**src/rtl/addsub_pkg.sv**
```systemverilog
// Shared configuration helpers for the pipelined add/subtract unit.
package addsub_pkg;

    function automatic int unsigned slice_w(input int unsigned width, input int unsigned stages);
        return (stages == 0) ? 0 : width / stages;
    endfunction

    // A legal configuration splits WIDTH into STAGES equal, non-empty slices.
    function automatic logic cfg_ok(input int unsigned width, input int unsigned stages);
        return (stages != 0) && (width != 0) && ((width % stages) == 0);
    endfunction

endpackage

```
**src/rtl/rca_slice.sv**
```systemverilog
// Combinational W-bit ripple-carry adder built from full-adder cells.
module rca_slice #(
    parameter int unsigned W = 8
) (
    input  logic [W-1:0] x,
    input  logic [W-1:0] y,
    input  logic         ci,
    output logic [W-1:0] s,
    output logic         co
);

    logic [W:0] c;

    always_comb begin
        c    = '0;
        s    = '0;
        c[0] = ci;
        for (int i = 0; i < W; i++) begin
            s[i]   = x[i] ^ y[i] ^ c[i];
            c[i+1] = (x[i] & y[i]) | (c[i] & (x[i] ^ y[i]));
        end
    end

    assign co = c[W];

endmodule

```
**src/rtl/pipelined_addsub.sv**
```systemverilog
// Pipelined ripple-carry add/subtract: one SLICE-wide add per stage, carry and
// not-yet-used operand bits registered between stages, valid/ready on both sides.
module pipelined_addsub
    import addsub_pkg::*;
#(
    parameter int unsigned WIDTH  = 32,
    parameter int unsigned STAGES = 4
) (
    input  logic             clk,
    input  logic             rst_n,
    input  logic             in_valid,
    output logic             in_ready,
    input  logic [WIDTH-1:0] a,
    input  logic [WIDTH-1:0] b,
    input  logic             cin,
    input  logic             sub,
    output logic             out_valid,
    input  logic             out_ready,
    output logic [WIDTH-1:0] sum,
    output logic             cout,
    output logic             ovf
);

    localparam int unsigned SLICE = slice_w(WIDTH, STAGES);

    if (!cfg_ok(WIDTH, STAGES)) begin : g_cfg_err
        $fatal(1, "pipelined_addsub: WIDTH must be a nonzero multiple of STAGES");
    end

    logic             adv;
    logic [WIDTH-1:0] b_eff;
    logic             c0;

    // The whole pipe moves together; it only freezes on an unaccepted result.
    assign adv      = out_ready | ~out_valid;
    assign in_ready = adv;
    assign b_eff    = sub ? ~b : b;
    assign c0       = sub ? 1'b1 : cin;

    for (genvar k = 0; k < STAGES; k++) begin : g_stg
        localparam int unsigned LO  = (k + 1) * SLICE;
        localparam int unsigned REM = WIDTH - LO;

        logic [SLICE-1:0] x, y, s;
        logic             ci, co;
        logic [LO-1:0]    lo_d, lo_q;
        logic             vld_d, vld_q, co_q;

        rca_slice #(.W(SLICE)) u_slice (
            .x  (x),
            .y  (y),
            .ci (ci),
            .s  (s),
            .co (co)
        );

        if (k == 0) begin : g_head
            assign x     = a[SLICE-1:0];
            assign y     = b_eff[SLICE-1:0];
            assign ci    = c0;
            assign vld_d = in_valid;
            assign lo_d  = s;
        end else begin : g_body
            assign x     = g_stg[k-1].g_skew.ra_q[SLICE-1:0];
            assign y     = g_stg[k-1].g_skew.rb_q[SLICE-1:0];
            assign ci    = g_stg[k-1].co_q;
            assign vld_d = g_stg[k-1].vld_q;
            assign lo_d  = {s, g_stg[k-1].lo_q};
        end

        always_ff @(posedge clk or negedge rst_n) begin
            if (!rst_n) begin
                vld_q <= 1'b0;
                co_q  <= 1'b0;
                lo_q  <= '0;
            end else if (adv) begin
                vld_q <= vld_d;
                co_q  <= co;
                lo_q  <= lo_d;
            end
        end

        // Upper operand slices ride along until their stage consumes them.
        if (REM > 0) begin : g_skew
            logic [REM-1:0] ra_d, rb_d, ra_q, rb_q;

            if (k == 0) begin : g_src_in
                assign ra_d = a[WIDTH-1:SLICE];
                assign rb_d = b_eff[WIDTH-1:SLICE];
            end else begin : g_src_prev
                assign ra_d = g_stg[k-1].g_skew.ra_q[REM+SLICE-1:SLICE];
                assign rb_d = g_stg[k-1].g_skew.rb_q[REM+SLICE-1:SLICE];
            end

            always_ff @(posedge clk or negedge rst_n) begin
                if (!rst_n) begin
                    ra_q <= '0;
                    rb_q <= '0;
                end else if (adv) begin
                    ra_q <= ra_d;
                    rb_q <= rb_d;
                end
            end
        end

        // Top slice sees the operand MSBs, so signed overflow is resolved here.
        if (k == STAGES - 1) begin : g_tail
            logic ovf_d, ovf_q;

            assign ovf_d = (x[SLICE-1] == y[SLICE-1]) && (s[SLICE-1] != x[SLICE-1]);

            always_ff @(posedge clk or negedge rst_n) begin
                if (!rst_n) begin
                    ovf_q <= 1'b0;
                end else if (adv) begin
                    ovf_q <= ovf_d;
                end
            end
        end
    end

    assign out_valid = g_stg[STAGES-1].vld_q;
    assign sum       = g_stg[STAGES-1].lo_q;
    assign cout      = g_stg[STAGES-1].co_q;
    assign ovf       = g_stg[STAGES-1].g_tail.ovf_q;

endmodule

```
**config.mk**
```make
export PLATFORM = sky130hd
export DESIGN_NAME = pipelined_addsub
export DESIGN_NICKNAME = d
export VERILOG_FILES = /design/src/rtl/addsub_pkg.sv /design/src/rtl/rca_slice.sv /design/src/rtl/pipelined_addsub.sv
export SDC_FILE = /design/constraint.sdc
export NUM_CORES = 1
export LEC_CHECK = 0
export BUFFER_PORTS_ARGS = -buffer_cell sky130_fd_sc_hd__buf_2
export CORE_MARGIN = 5
export CORE_UTILIZATION = 40
export CTS_CLUSTER_DIAMETER = 50
export DETAILED_ROUTE_END_ITERATION = 12
export GPL_TIMING_DRIVEN = 1
export HOLD_SLACK_MARGIN = 0.05
export PLACE_DENSITY = 0.56
export SYNTH_ARGS = -nofsm -noshare
export SYNTH_HDL_FRONTEND = slang
export SYNTH_SLANG_ARGS = --single-unit
```
**constraint.sdc**
```tcl
create_clock -name clk -period 4.37 [get_ports clk]
set_input_delay 0.874 -clock clk [delete_from_list [all_inputs] [get_ports clk]]
set_output_delay 0.874 -clock clk [all_outputs]
set_load 0.1 [all_outputs]
```
==> results.cfg <==
[power]
ir_drop_mv = 0.421
power.total_mw = 7.87
p_leak_nw = 4.18
power_density_mw_per_mm2 = 835

[finish]
num_antenna_cells = 0
multi_input_area_mm2 = 0.00314
area_growth_syn_to_layout_pct = 17.4
final_cells = 897
fill_cells = 1746
final_area_mm2 = 0.00943
fin_nets = 723
regArea_mm2 = 0.00463
final_layout_size_suffix_gt1_frac = 0.516

[clocking]
cts-htree-levels = 4
path_clk_slew_ns = 0.07
clockRootBuffer = clkbuf_16
hold_buffers = 0
post_cts_buffers = 0
cts_tree = yes
clock_path_buffers = 2
cts_resized = 0
numCtsBuffers = 17
worstSkewPairLatency_ns = 0.42
clock_sinks = 185

[critical_path]
crit_path_end_kind = register
crit_path_start = sub
critical_path.cell_chain = buf_2, xnor2_1, fa_1, inv_1, fa_1, inv_1, fa_1, fa_2, fa_2, fa_2, fa_1, inv_1, fa_1, mux2_4
cp_common_cell = fa_1
crit_family = adder cells
reg2reg_depth = 13
critical_path_class = in2reg
crit_buf_inv = 4
cp-start-kind = primary input
ff2ff_setup_slack_ns = 0.30
required_ns = 4.68
worstSetupEndpoint = g_stg[0].lo_q[7]
cpPeakStageDelay_ns = 0.41
worst_ep_arrival_time_ns = 4.46
cp.depth = 14
worst_path_max_delay_cell = fa_1
rr_endpoint = ovf
critical_path.max_fanout = 4
reg2reg_from = g_stg[2].co_q

[detailed_routing]
antenna_left = 0
first_iter_violations = 185
vias = 4230
firstDrtPassIters = 5
routedWlPerCell_um = 16.1
via_per_inst = 4.72
routed_wl_um = 14400
drc_errors = 0

[logic_synthesis]
synth_cell_types = 22
synth_area_per_cell_um2 = 15.7
synth-seq-cells = 185
syn-instance-count = 512
syn_nets = 615
yosys.area.top_type = dfrtp_1
ys_warn_count = 0
ys_top_cells_by_area = dfrtp_1 (58%), mux2_2 (22%), fa_1 (8.0%), xor2_1 (2.7%), mux2_4 (1.9%)
synth_top_area_share = 0.576
yosysSeqAreaShare = 0.576
netlist_area_mm2 = 0.00803

[floorplan]
start_util = 0.410
ioPinCount = 106
fp.dieH_um = 152
die_x_um = 152
fp.coreArea_mm2 = 0.0196
die_area_mm2 = 0.0230
rows = 51

[timing]
layout_min_cycle_time_ns = 4.15
maxSlewHeadroom = 0.547
timing.hold.ws_ns = 0.464
max_freq_mhz = 241
setup_ws_ns = 0.221
finalSetupViolCount = 0
finalClockSkew_ns = 0.00726
rsz0062_at_grt = false
worst_pin_slew_ns = 0.680
maxSlewViolCount = 0
fin_crit_sh = 0.949
hold_viol = 0

[placement]
routabilityCongestion = 0.706
dp_cells = 866
place_ws_ns = -0.256
dpl_cell_area_mm2 = 0.00883
hpwl_um = 9870
portBuffers = 105

[grt]
grt_pass1_vias = 4664
antenna_found_initial = 0
grt_pass1_wl_um = 24100
grt_overflow = 0
grtUsageTotal = 0.136
grt_max_degree = 86

[worst_hold_path]
hold_class = reg2reg

[status]
outcome = complete, no violations

[job]
maxCapViolCount = 0
-- layout make-up --
| class | instances | area share |
|---|---|---|
| multi-input combinational | 269 | 0.333 |
| clock buffer | 18 | 0.0455 |
| inverter | 31 | 0.0126 |
| sequential | 185 | 0.491 |
| tap | 265 | 0.0352 |
| timing repair buffer | 116 | 0.0654 |
| clock inverter | 13 | 0.0180 |
-- sequential cells by signal, indices dropped and copies added (netlist names) --
register / count
g_stg.g_skew.rb_q: 48
sum: 32
ovf: 1
cout: 1
g_stg.lo_q: 48
g_stg.g_skew.ra_q: 48
g_stg.vld_q: 3
out_valid: 1
g_stg.co_q: 3
-- cell families (layout without fill, tap and decap cells) --
family / after synthesis / in the layout / share of synthesized area
adder cells (fa/ha/maj): 33 / 33 / 0.0813
flip-flops: 185 / 185 / 0.576
AO/OA/AOI/OAI: 16 / 16 / 0.0145
buffers and inverters: 58 / 178 / 0.0349
XOR/XNOR: 33 / 33 / 0.0360
AND/OR/NAND/NOR: 19 / 19 / 0.0170
multiplexers: 168 / 168 / 0.240
-- cells in the final DEF, fill, tap and decap left out, types with 2 or more instances in the layout --
cell type,count
bufinv_16,3
fa_2,3
fa_1,29
inv_1,30
buf_2,104
clkbuf_16,17
a21oi_2,9
mux2_2,156
clkinvlp_4,5
xnor2_1,8
dfrtp_1,185
inv_6,2
xor2_1,25
nor3b_1,15
buf_4,11
a21oi_1,6
mux2_4,10
mux2i_1,2
-- worst min-delay path by stage --
stage / start / to / slack (ns) / cells after the start
2_1_floorplan: g_stg[2].vld_q / out_valid / 0.43 / 1
3_3_place_gp: g_stg[2].vld_q / out_valid / 0.45 / 1
3_5_place_dp: g_stg[2].vld_q / out_valid / 0.45 / 1
4_1_cts: g_stg[2].vld_q / out_valid / 0.47 / 1
5_1_grt: g_stg[2].vld_q / out_valid / 0.50 / 1
6_report: g_stg[2].vld_q / out_valid / 0.46 / 1
-- cell usage after synthesis, drive strengths merged --
cell and count:
nand3b 1, ha 1, o31ai 1, fa 32
inv 31, xnor2 8, mux2i 2, xor2 25
a21oi 15, nand2b 1, dfrtp 185, mux2 166
nor2b 1, nor2 1, nor3b 15, clkbuf 3
buf 24
-- through the flow --
stage	utilization	setup TNS (ns)
after floorplan	-	-0.167
after global placement	0.451	-0.248
after detailed placement	0.451	-0.256
after CTS	0.482	0
after global routing	0.482	0
final	0.482	0
-- where the power goes --
group | leakage [nW] | internal [mW] | switching, mW | total [mW]
registers | 2.14 | 2.49 | 0.419 | 2.91
logic | 1.76 | 1.28 | 2.12 | 3.40
clock network | 0.277 | 0.904 | 0.659 | 1.56
-- routing by layer --
layer	GRT usage	share of wire	wire [um]	vias up
met5	0	0	0	-
met4	0.0458	0.015	218	0
met2	0.206	0.47	6810	74
li1	-	-	-	1933
met3	0.0315	0.042	599	15
met1	0.193	0.47	6800	2208
Note: power is estimated with default switching activity, not from simulation.
